<file path="src/rtl/flag_read_unit_pkg.sv">
// Shared definitions for the flag read path: FSM states, Op/Cond encodings,
// flag bit indices in the 6-bit {S,Z,H,PV,N,C} vector and F byte positions.
package flag_read_unit_pkg;

  typedef enum logic [1:0] {
    StIdle,
    StWait,
    StEval,
    StHold
  } state_e;

  // Op encodings
  localparam logic [1:0] OpPackMain   = 2'b00;
  localparam logic [1:0] OpCond       = 2'b01;
  localparam logic [1:0] OpPackShadow = 2'b10;
  localparam logic [1:0] OpRsvd       = 2'b11;

  // Condition codes; bit 0 set means "flag set" test
  localparam logic [2:0] CondNz = 3'd0;
  localparam logic [2:0] CondZ  = 3'd1;
  localparam logic [2:0] CondNc = 3'd2;
  localparam logic [2:0] CondC  = 3'd3;
  localparam logic [2:0] CondPo = 3'd4;
  localparam logic [2:0] CondPe = 3'd5;
  localparam logic [2:0] CondP  = 3'd6;
  localparam logic [2:0] CondM  = 3'd7;

  // Bit indices within the 6-bit flag vector
  localparam int unsigned FlagC  = 0;
  localparam int unsigned FlagN  = 1;
  localparam int unsigned FlagPv = 2;
  localparam int unsigned FlagH  = 3;
  localparam int unsigned FlagZ  = 4;
  localparam int unsigned FlagS  = 5;

  // Bit positions within the packed F byte; bits 5 and 3 read as zero
  localparam int unsigned FByteC  = 0;
  localparam int unsigned FByteN  = 1;
  localparam int unsigned FBytePv = 2;
  localparam int unsigned FByteH  = 4;
  localparam int unsigned FByteZ  = 6;
  localparam int unsigned FByteS  = 7;

  function automatic logic [7:0] pack_f(input logic [5:0] flags);
    logic [7:0] f;
    f          = 8'h00;
    f[FByteS]  = flags[FlagS];
    f[FByteZ]  = flags[FlagZ];
    f[FByteH]  = flags[FlagH];
    f[FBytePv] = flags[FlagPv];
    f[FByteN]  = flags[FlagN];
    f[FByteC]  = flags[FlagC];
    return f;
  endfunction

endpackage

</file>
<file path="src/rtl/flag_cond_eval.sv">
// Combinational condition-code evaluator over a 6-bit flag vector.
// Shared with the microsequencer branch logic.
module flag_cond_eval
  import flag_read_unit_pkg::*;
(
  input  logic [5:0] flags,
  input  logic [2:0] cond,
  output logic       result
);

  logic sel;

  // Cond[2:1] picks the flag, Cond[0] picks the tested polarity
  always_comb begin
    sel = 1'b0;
    unique case (cond)
      CondNz, CondZ: sel = flags[FlagZ];
      CondNc, CondC: sel = flags[FlagC];
      CondPo, CondPe: sel = flags[FlagPv];
      CondP, CondM:  sel = flags[FlagS];
      default:       sel = 1'b0;
    endcase
    result = cond[0] ? sel : ~sel;
  end

  // H and N never participate in a branch condition
  logic unused_flags;
  assign unused_flags = flags[FlagH] ^ flags[FlagN];

endmodule

</file>
<file path="src/rtl/flag_read_unit.sv">
// Flag read unit: snapshots F flags once no flag write is in flight, then
// packs them into an F byte or evaluates a branch condition.
// Build option: FLAG_READ_SHADOW_EN makes Op=10 read the shadow bank;
// without it Op=10 reads the main bank and FShadow is ignored.
module flag_read_unit
  import flag_read_unit_pkg::*;
#(
  parameter int unsigned STALL_MAX = 15
) (
  input  logic       Clk,
  input  logic       Reset,
  input  logic       Req,
  input  logic [1:0] Op,
  input  logic [2:0] Cond,
  input  logic       FlagWrBusy,
  input  logic [5:0] FMain,
  input  logic [5:0] FShadow,
  input  logic       Ack,
  output logic       Busy,
  output logic       Valid,
  output logic [7:0] Data,
  output logic       CondTrue,
  output logic       Stale
);

  localparam logic [3:0] StallMax = 4'(STALL_MAX);

  state_e     state_q, state_d;
  logic [1:0] op_q, op_d;
  logic [2:0] cond_q, cond_d;
  logic [3:0] cnt_q, cnt_d;
  logic [5:0] snap_q, snap_d;
  logic       snap_stale_q, snap_stale_d;
  logic [7:0] data_q, data_d;
  logic       cond_true_q, cond_true_d;
  logic       stale_q, stale_d;
  logic       valid_q, valid_d;

  logic       op_is_cond;
  logic       op_is_shadow;
  logic [5:0] bank;
  logic       eval_res;

  // Decode the latched operation; reserved Op behaves as pack-main
  always_comb begin
    op_is_cond   = 1'b0;
    op_is_shadow = 1'b0;
    unique case (op_q)
      OpPackMain, OpRsvd: ;
      OpCond:             op_is_cond = 1'b1;
      OpPackShadow:       op_is_shadow = 1'b1;
      default: ;
    endcase
  end

`ifdef FLAG_READ_SHADOW_EN
  assign bank = op_is_shadow ? FShadow : FMain;
`else
  assign bank = FMain;
  logic unused_shadow;
  assign unused_shadow = ^{FShadow, op_is_shadow};
`endif

  flag_cond_eval u_cond_eval (
    .flags  (snap_q),
    .cond   (cond_q),
    .result (eval_res)
  );

  // State and result registers
  always_ff @(posedge Clk) begin
    if (Reset) begin
      state_q      <= StIdle;
      op_q         <= OpPackMain;
      cond_q       <= CondNz;
      cnt_q        <= 4'd0;
      snap_q       <= 6'd0;
      snap_stale_q <= 1'b0;
      data_q       <= 8'h00;
      cond_true_q  <= 1'b0;
      stale_q      <= 1'b0;
      valid_q      <= 1'b0;
    end else begin
      state_q      <= state_d;
      op_q         <= op_d;
      cond_q       <= cond_d;
      cnt_q        <= cnt_d;
      snap_q       <= snap_d;
      snap_stale_q <= snap_stale_d;
      data_q       <= data_d;
      cond_true_q  <= cond_true_d;
      stale_q      <= stale_d;
      valid_q      <= valid_d;
    end
  end

  // Next-state logic: request latch, stall wait, evaluate, hold until Ack
  always_comb begin
    state_d      = state_q;
    op_d         = op_q;
    cond_d       = cond_q;
    cnt_d        = cnt_q;
    snap_d       = snap_q;
    snap_stale_d = snap_stale_q;
    data_d       = data_q;
    cond_true_d  = cond_true_q;
    stale_d      = stale_q;
    valid_d      = valid_q;
    unique case (state_q)
      StIdle: begin
        if (Req) begin
          op_d    = Op;
          cond_d  = Cond;
          cnt_d   = 4'd0;
          state_d = StWait;
        end
      end
      StWait: begin
        // A write ending in the timeout cycle still counts as a clean capture
        if (!FlagWrBusy) begin
          snap_d       = bank;
          snap_stale_d = 1'b0;
          state_d      = StEval;
        end else if (cnt_q == StallMax) begin
          snap_d       = bank;
          snap_stale_d = 1'b1;
          state_d      = StEval;
        end else begin
          cnt_d = cnt_q + 4'd1;
        end
      end
      StEval: begin
        data_d      = pack_f(snap_q);
        cond_true_d = op_is_cond & eval_res;
        stale_d     = snap_stale_q;
        valid_d     = 1'b1;
        state_d     = StHold;
      end
      StHold: begin
        if (Ack) begin
          valid_d = 1'b0;
          state_d = StIdle;
        end
      end
      default: state_d = StIdle;
    endcase
  end

  assign Busy     = (state_q != StIdle);
  assign Valid    = valid_q;
  assign Data     = data_q;
  assign CondTrue = cond_true_q;
  assign Stale    = stale_q;

endmodule

</file>
<file path="config.mk">
export PLATFORM = sky130hd
export DESIGN_NAME = flag_read_unit
export DESIGN_NICKNAME = d
export VERILOG_FILES = /design/src/rtl/flag_read_unit_pkg.sv /design/src/rtl/flag_cond_eval.sv /design/src/rtl/flag_read_unit.sv
export SDC_FILE = /design/constraint.sdc
export NUM_CORES = 1
export LEC_CHECK = 0
export ABC_AREA = 1
export ABC_CLOCK_PERIOD_IN_PS = 1300
export CELL_PAD_IN_SITES_DETAIL_PLACEMENT = 1
export CELL_PAD_IN_SITES_GLOBAL_PLACEMENT = 2
export CORE_MARGIN = 2
export CORE_UTILIZATION = 23
export DETAILED_ROUTE_END_ITERATION = 8
export GPL_TIMING_DRIVEN = 0
export PLACE_DENSITY = 0.82
export SKIP_LAST_GASP = 1
export SYNTH_ARGS = -nofsm -noshare
export SYNTH_HDL_FRONTEND = slang
export SYNTH_HIERARCHICAL = 1
export SYNTH_SLANG_ARGS = --single-unit
</file>
<file path="constraint.sdc">
create_clock -name Clk -period 1.3 [get_ports Clk]
set_input_delay 0.39 -clock Clk [delete_from_list [all_inputs] [get_ports Clk]]
set_output_delay 0.39 -clock Clk [all_outputs]
set_load 0.1 [all_outputs]
</file>
* Word-level counts from Yosys, hierarchy flattened *
Index checks and enable logic that the tools add are counted.

operators by class
  add/sub/neg operators = 1
  equal/unequal tests = 18
  multiplexer cells = 18
  bitwise logic cells = 2
  reductions and logical operators = 14

operators by type and width
  operator               count
  $eq A3 B3 Y1 const B   4
  $mux W4                3
  $mux W6                2
  $mux W2                4
  $ne A2 B2 Y1 const B   4
  $pmux W2 S4            1
  $pmux W4 S2            1
  $reduce_or A2 Y1       4
  $eq A3 B2 Y1 const B   2
  $reduce_and A2 Y1      3
  $reduce_bool A2 Y1     3
  $mux W1                5
  $add A4 B1 Y4 const B  1
  $eq A2 B1 Y1 const B   2
  $eq A2 B2 Y1 const B   2
  $eq A4 B4 Y1 const B   1
  $pmux W1 S4            1
  $reduce_and A4 Y1      1
  $eq A3 B1 Y1 const B   1
  $logic_not A3 Y1       1
  $ne A3 B3 Y1 const B   1
  $reduce_and A3 Y1      1
  $logic_not A2 Y1       1
  $ne A2 B1 Y1 const B   1
  other kinds (3)        3

word-level totals
  flip-flop bits (word level) = 27
  input port bits = 22
  output and inout bits = 12
  word-level logic and storage cells = 63

* Depth between registers and ports, before layout *
Gate-level depths: netlist (run 1).

  word-level depth = 6
  mapped depth = 11
  mapped depth without buffers = 10

* By module *
Netlist (run 1), hierarchy kept.

modules (own cells, without submodules)
  module          times used  cells an instance  area each (sq um)  sequential area each (sq um)
  flag_read_unit  1           157                1,194.9            540.5
  flag_cond_eval  1           13                 57.6               0.0

* Worst setup path before layout (run 1) *
Ideal clock, no wire load.

  kind = flip-flop to flip-flop
  start point = reg state_q[0]
  end point = reg state_q[0]
  setup time = 0.116 ns
  arrival = 1.572 ns
  required time = 1.184 ns
  path slack = -0.388 ns
  cell stages (with the launch flop) = 7
  path buffers = 0
  clock period less this slack = 1.688 ns
  cells stage by stage = dfxtp_1 -> inv_1 -> ha_1 -> inv_1 -> nand2_1 -> o21ai_0 -> nor2_1

on the way
  longest elaborated chain between the ends = 3
  elaborated cells on any way between the ends = 9
  those cells by class = 6 x eq/ne; 1 x mux; 2 x reduce/logical

RTL lines
  what                                                    line                   text
  start: declaration                                      flag_read_unit.sv:28   state_e state_q, state_d;
  start signal: assignment                                flag_read_unit.sv:73   state_q <= StIdle;
  start signal: assignment                                flag_read_unit.sv:84   state_q <= state_d;
  $eq A2 B1 Y1, or another cell as far along              flag_read_unit.sv:109  unique case (state_q)
  $ne A3 B3 Y1 (no line) or $ne A2 B2 Y1 (tied branches)  -
  $reduce_and A3 Y1 (no line)                             -

Parallel ways exist; a longest one is shown, timed or not.
A chain may end at the register's enable or synchronous reset.

* Worst setup path in the final report (run 1) *
  start point = reg state_q[1]
  end point = out Busy

on the way
  longest elaborated chain between the ends = 1

RTL lines
  what                line                   text
  $reduce_bool A2 Y1  flag_read_unit.sv:149  assign Busy = (state_q != StIdle);
  end: declaration    flag_read_unit.sv:19   output logic Busy,

Every way passes these cells.

==> results of run 1 <==
[synthesized netlist by cell type (2+ instances only)]
library cell	number	area share
nand2_2	4	0.020
a21oi_1	17	0.068
o21ai_0	17	0.068
nand3_1	10	0.040
ha_1	5	0.050
nand2_4	2	0.018
nor2_1	23	0.069
buf_2	2	0.0080
nand2_1	26	0.078
buf_4	2	0.012
o21ai_1	2	0.0080
inv_1	24	0.072
nand3_2	2	0.016
buf_6	2	0.018
dfxtp_1	27	0.43
[how the worst max path moves through the flow]
stage	startpoint	cells after the start	slack, ps	endpoint
final	state_q[1]	4	-210	Busy
after global routing	state_q[1]	4	-260	Busy
after CTS	state_q[0]	4	-220	Busy
after detailed placement	state_q[1]	4	-870	Busy
after global placement	state_q[0]	4	-870	Busy
after floorplan	state_q[1]	3	-50	Busy
[critical path: cells and delay by family, from the launching register on]
family / cells / cell delay (ps)
adder cells (fa/ha/maj): 1 / 160
flip-flops: 1 / 340
buffers and inverters: 3 / 350
[per-layer routing]
layer  vias to the layer above  wire (um)  share of wire  track usage
met1                       567       1560           0.44        0.145
met3                         4        127          0.036       0.0267
li1                        621          -              -            -
met4                         0         27         0.0077       0.0268
met5                         -          0              0            0
met2                        21       1820           0.52        0.216
[flip-flops by register name (all words and copies together) (netlist names)]
| register | flops |
|---|---|
| Valid | 1 |
| cnt_q | 4 |
| Stale | 1 |
| snap_q | 6 |
| CondTrue | 1 |
| state_q | 2 |
| snap_stale_q | 1 |
| op_q | 2 |
| cond_q | 3 |
| Data | 6 |
[what timing repair did]
action | in CTS | in global routing
setup endpoints to repair | 32 | 28
resized for setup | 80 | 26
pin swaps | 4 | 3
cloned | 0 | 1
hold endpoints to repair | 0 | 0
setup buffers | 7 | 3
[through the flow]
step / instance area (um2) / power (mW)
6_report: 1900 / 4.68
5_1_grt: 1900 / 5.04
4_1_cts: 1750 / 4.42
3_5_place_dp: 1620 / 3.62
3_3_place_gp: 1620 / 3.59
2_1_floorplan: 1290 / 3.09
[power groups by stage]
stage | clock network (mW) | logic [mW] | registers (mW)
final | 0.490 | 2.88 | 1.30
after global routing | 0.557 | 3.14 | 1.34
after CTS | 0.523 | 2.62 | 1.27
after detailed placement | 0 | 2.34 | 1.29
after global placement | 0 | 2.31 | 1.28
after floorplan | 0 | 1.13 | 1.96
[area by class of cell]
| type | instances | area share |
|---|---|---|
| plain buffers | 7 | 0.0330 |
| clock buffers | 3 | 0.0218 |
| clock inverters | 1 | 0.00264 |
| inverters | 24 | 0.0495 |
| multi-input cells | 113 | 0.355 |
| flip-flops and latches | 27 | 0.296 |
| well taps | 70 | 0.0462 |
| repair buffers | 36 | 0.195 |
[kinds of logic (layout without fill, tap and decap cells)]
logic type | after synthesis | in the layout | share of synthesized area
DFF | 27 | 27 | 0.432
adders and majority gates | 5 | 5 | 0.0500
other | 1 | 2 | 0.00299
AOI/OAI and AO/OA | 38 | 38 | 0.157
and+or+nand+nor | 68 | 68 | 0.246
buffers and inverters | 31 | 71 | 0.113
==> metrics.md, run 1 <==
| Metric | Value |
|---|---|
| Tmin final | 1510 ps |
| Area delta synth->final | 51.3% |
| Unrepaired setup endpoints after global routing | yes |
| Crit start category | register |
| Final Util | 0.366 |
| Die W | 77.8 um |
| Num CTS Buffers | 3 |
| Drt wl/cell | 12.6 um |
| Hold Crit Start | snap_q[1] |
| Cells after Synth | 170 |
| Final-report max-slew violation count | 0 |
| Final antenna diode count | 0 |
| Worst Setup End Kind | primary output |
| Hold WS | between 400 and 500 ps |
| Peak VDD IR | 0.000638 V |
| Drt total wl | 3.53 mm |
| P_sw | 2.31 mW |
| GRT Util Overall | 0.120 |
| DP HPWL | 2.45 mm |
| Pwr dens | 2470 nW/um2 |
| Endpoints failing hold | 0 |
| Max-cap viol count | 0 |
| Routed Antenna Nets | 0 |
| R2r startpoint | state_q[0] |
| Yosys cell types | 20 |
| WP data arrival | 1120 ps |
| Reg area | 562 um2 |
| IO Pins | 34 |
| Synthesized area | 1250 um2 |
| Worst EP required | 910 ps |
| Failing checks | negative setup slack |
| # rows | 26 |
| Grt ovf | 0 |
| Hold buffers post-CTS | 0 |
| FF-to-FF path depth | 11 |
| Final nets | 239 |
| Final std cells w/o fill | between 200 and 300 |
| CTS tree | built |
| Clock Latency Late Sink | 270 ps |
| Leakage | 0.811 nW |
| Crit path max-delay cell type | dfxtp_2 |
| Fmax | 663 MHz |
| First-pass DRT Iterations | 4 |
| Total negative setup slack | -639 ps |
| Reg-to-Reg End | cnt_q[0] |
| Clock Sinks | 27 |
| # H-tree levels | 1 |
| Port Buf Inserts | 25 |
| Comb pwr share | 0.616 |
| Initial Util | 0.242 |
| Initial antenna violation count | 0 |
| Clock Skew | ~1.4 ps |
| First-pass GRT wire length | 5.85 mm |
| Routability Congestion | 0.752 |
| Worst Setup Path Type | reg -> out |
| Clk slew on worst S/H paths | 100 ps |
| Final worst slack | -208 ps |
| Cell Chain, Critical Path | inv_2 > ha_4 > clkinvlp_4 > buf_12 |
| Pre-CTS setup slack | -871 ps |
| Status | finished with violations |
| Largest net degree at the start of global routing | 16 |
| Fillcell total | between 600 and 700 |
| Number of remaining DRC errors | 0 |
| Post-synth top flop | dfxtp_1 |
| Max stage delay on crit path | roughly 340 ps |
| Number of flops mapped to enable cells by yosys | 0 |
| Fin crit share | 1.16 |
| # setup viols final | 7 |
| Core Region | 5170 um2 |
| Reg power frac | 0.279 |
| Number of global-route vias before repair | between 1k and 1.5k |
| Cell Int Power | roughly 2.4 mW |
| Starting DRT DRC Count | 25 |
| Asr flop ratio synth | 0 |
| Hold Crit Endpoint | snap_q[1] |
| Post-Place Cells | 266 |
| Seq/Total Area, Yosys | 0.432 |
| R2R Setup Slk | -90 ps |
| Net Sw Frac | 0.494 |
| DR vias/cell | 4.32 |
| Clock power frac | 0.105 |
| Die Ht | 77.8 um |
| CTS root buffer | clkbuf_8 |
| Clock Path Buffers | 2 |
| Worst Path Max Fanout | 2 |
| Footprint of the multi-input gates | between 600 and 700 um2 |
| Commonest non-fill, non-tap cells in the layout | 23 x nor2_1, 23 x nand2_1, 19 x inv_1 |
| Total number of vias | 1213 |
| Share of layout cells above drive strength 1 | 0.341 |
| Ys Warns | 6 |
| Die Area | 6050 um2 |
| Worst hold path depth | 2 |
| Synth Register Bits | 27 |
| Path category of the worst min-delay check | reg -> reg |
| Avg Cell Area, Syn | between 7 and 8 um2 |
(Power assumes the default switching activity.)
==> run 2: changes to the inputs <==
--- a/config.mk
+++ b/config.mk
@@ -5,15 +5,16 @@
 export SDC_FILE = /design/constraint.sdc
 export NUM_CORES = 1
 export LEC_CHECK = 0
-export ABC_AREA = 1
+export ABC_AREA = 0
 export ABC_CLOCK_PERIOD_IN_PS = 1300
 export CELL_PAD_IN_SITES_DETAIL_PLACEMENT = 1
 export CELL_PAD_IN_SITES_GLOBAL_PLACEMENT = 2
 export CORE_MARGIN = 2
-export CORE_UTILIZATION = 23
+export CORE_UTILIZATION = 32
 export DETAILED_ROUTE_END_ITERATION = 8
+export DONT_BUFFER_PORTS = 1
 export GPL_TIMING_DRIVEN = 0
-export PLACE_DENSITY = 0.82
+export PLACE_DENSITY = 0.81
 export SKIP_LAST_GASP = 1
 export SYNTH_ARGS = -nofsm -noshare
 export SYNTH_HDL_FRONTEND = slang
==> run 2 against run 1 <==
Compared with the run above: the flow still finishes with violations (negative setup slack); via count fell by 7.6%; setup slack got worse by 160 ps; maximum frequency fell by 9.5%; clock power rose by 1%; power fell by 26%; global-route usage rose by 5.1 points; synthesized cell count fell by 19%; sequential share of layout area rose by 2.2 points; non-clock buffer count fell by 11; sequential power fell by 11%; critical path depth rose by 2; critical endpoint is now cnt_q[3]; largest cell class unchanged.
==> metrics.md, run 2 <==
| Metric | Value |
|---|---|
| Final Cell Area | 1820 um2 |
| Drt wl/cell | 17.0 um |
| Worst EP required | 1500 ps |
| Peak VDD IR | about 0.00057 V |
| Final nets | 193 |
| Die W | 66.7 um |
| First-pass DRT Iterations | 4 |
| R2R Setup Slk | -370 ps |
| GRT Util Overall | 0.171 |
| Crit path from | state_q[0] |
| Num CTS Buffers | 3 |
| Asr flop ratio synth | 0 |
| Share of layout cells above drive strength 1 | 0.497 |
| Synth Register Bits | 27 |
| Avg Cell Area, Syn | about 9.1 um2 |
| Die Area | about 4400 um2 |
| Final Util | 0.489 |
| Tmin final | 1670 ps |
| Hold WS | roughly 170 ps |
| Cells after Synth | 138 |
| Synth area leaders | dfxtp_1 43%, mux2i_1 7.2%, a21oi_1 5.6% |
| Number of remaining DRC errors | 0 |
| Total negative setup slack | -4200 ps |
| Drt total wl | 3.62 mm |
| Largest net degree at the start of global routing | 17 |
| Post-Place Cells | 187 |
| Worst-margin pin slew | 564 ps |
| Seq/Total Area, Yosys | 0.430 |
| Final worst slack | -365 ps |
| Hold Crit Start | Reset |
| Fmax | 601 MHz |
| Footprint of the multi-input gates | 823 um2 |
| Final-report max-slew violation count | 0 |
| Commonest non-fill, non-tap cells in the layout | 20 x buf_4, 15 x dfxtp_1, 13 x nand3_1 |
| Most common cell after layout, fill and taps aside | buf_4 |
| Initial Util | 0.338 |
| Post-synth top flop | dfxtp_1 |
| Routability Congestion | around 0.72 |
| Starting DRT DRC Count | 44 |
| Area delta synth->final | 44.5% |
| Number of global-route vias before repair | 1167 |
| Worst Setup End Kind | register |
| CTS root buffer | clkbuf_8 |
| DP HPWL | 2.26 mm |
| Placed Area | 1400 um2 |
| Hold buffers post-CTS | 0 |
| Number of flops mapped to enable cells by yosys | 0 |
| Unrepaired setup endpoints after global routing | yes |
| Total number of vias | 1121 |
| Reg area | 578 um2 |
| Clk slew on worst S/H paths | 100 ps |
| Synth area leader | dfxtp_1 |
| Top-area cell type share of the netlist area | 0.430 |
| Clock Skew | 6.12 ps |
| Clock Latency Late Sink | between 200 and 300 ps |
| Endpoints failing hold | 0 |
| Die Ht | 66.7 um |
| Synthesized area | 1260 um2 |
| Fillcell total | 419 |
| Pwr dens | around 1900 nW/um2 |
| Max-cap viol count | 0 |
| DR vias/cell | 5.26 |
| # setup viols final | 20 |
| Final std cells w/o fill | between 200 and 250 |
| CTS tree | built |
| Status | finished with violations |
| Yosys cell types | 35 |
| # H-tree levels | 1 |
| Port Buf Inserts | 0 |
| Pre-CTS setup slack | -341 ps |
| Crit start category | register |
| Ys Warns | 6 |
| Core Region | 3720 um2 |
| Clock Sinks | 27 |
| Clock Path Buffers | 2 |
| Failing checks | negative setup slack |
| First-pass GRT wire length | 5.71 mm |
| Leakage | 0.646 nW |
| R2r startpoint | state_q[0] |
| Worst Path Max Fanout | 3 |
| Grt ovf | 0 |
| Count leader, synth | dfxtp_1 |
| Post-synth top cells | 27 x dfxtp_1, 14 x a21oi_1, 13 x nand3_1 |
| Max transition margin | 0.624 |
| Final total power | 3.48 mW |
| Routed Antenna Nets | 0 |
| Fin crit share | 1.28 |
| IO Pins | 34 |
| Path category of the worst min-delay check | in -> reg |
| Worst Setup Path Type | reg -> reg |
| # rows | 22 |
| Final antenna diode count | 0 |
| Initial antenna violation count | 0 |
| WP data arrival | 1860 ps |
run 2: cell types whose count changed in the layout (fill, tap and decap cells not counted), moves of 6 or more:
| cell | previous run | this run |
|---|---|---|
| buf_4 | 12 | 20 |
| o21ai_0 | 13 | 0 |
| dfxtp_4 | 2 | 9 |
| mux2i_1 | 0 | 8 |
| inv_1 | 19 | 2 |
| nand2_4 | 6 | 0 |
| nor2_1 | 23 | 9 |
| clkdlybuf4s50_1 | 14 | 0 |
| nand2_1 | 23 | 12 |
| dfxtp_2 | 11 | 3 |
run 2: critical path: stages (launching register included):
cell     delay [ps]
dfxtp_2         360
inv_2            50
ha_4            170
buf_6           130
nor2b_4         120
or4_4           560
o32ai_2         200
run 2: final cells by class:
| class | count | share of cell area |
|---|---|---|
| inverter | 5 | 0.0124 |
| buffer | 8 | 0.0393 |
| clock inverter | 1 | 0.00414 |
| timing repair buffer | 24 | 0.116 |
| multi-input combinational | 97 | 0.453 |
| tap | 48 | 0.0331 |
| clock buffer | 3 | 0.0227 |
| sequential | 27 | 0.318 |
run 2: per-layer routing:
layer	vias up	wire [um]	share of wire	GRT usage
met5	-	0	0	0
met4	0	79	0.022	0.0638
met3	4	211	0.058	0.0220
met2	36	1850	0.51	0.300
met1	542	1480	0.41	0.213
li1	539	-	-	-
run 2: kinds of logic after synthesis:
family | Yosys count | synth area share
DFF | 27 | 0.430
and+or+nand+nor | 50 | 0.209
xor gates and xnor gates | 1 | 0.00697
muxes | 10 | 0.0896
other | 1 | 0.00299
adders and majority gates | 5 | 0.0498
AOI/OAI and AO/OA | 29 | 0.149
buffers and inverters | 15 | 0.0618
run 2: final timing paths:
| kind | endpoint | cells past startpoint |
|---|---|---|
| setup / recovery | cnt_q[3] | 6 |
| hold reg to reg | op_q[0] | 2 |
| hold / removal | snap_stale_q | 1 |
| setup reg to reg | cnt_q[3] | 6 |
run 2: timing repair:
item | 4_1_cts | 5_1_grt
pin swaps | 10 | 10
resized for setup | 35 | 14
buffers inserted | 16 | 7
cloned | 1 | 0
endpoints found under the setup margin | 32 | 22
run 2: report_power, final:
| part | internal [mW] | total [mW] | switching, mW |
|---|---|---|---|
| sequential | 0.942 | 1.16 | 0.222 |
| combinational | 0.898 | 1.82 | 0.921 |
| clock | 0.217 | 0.497 | 0.279 |
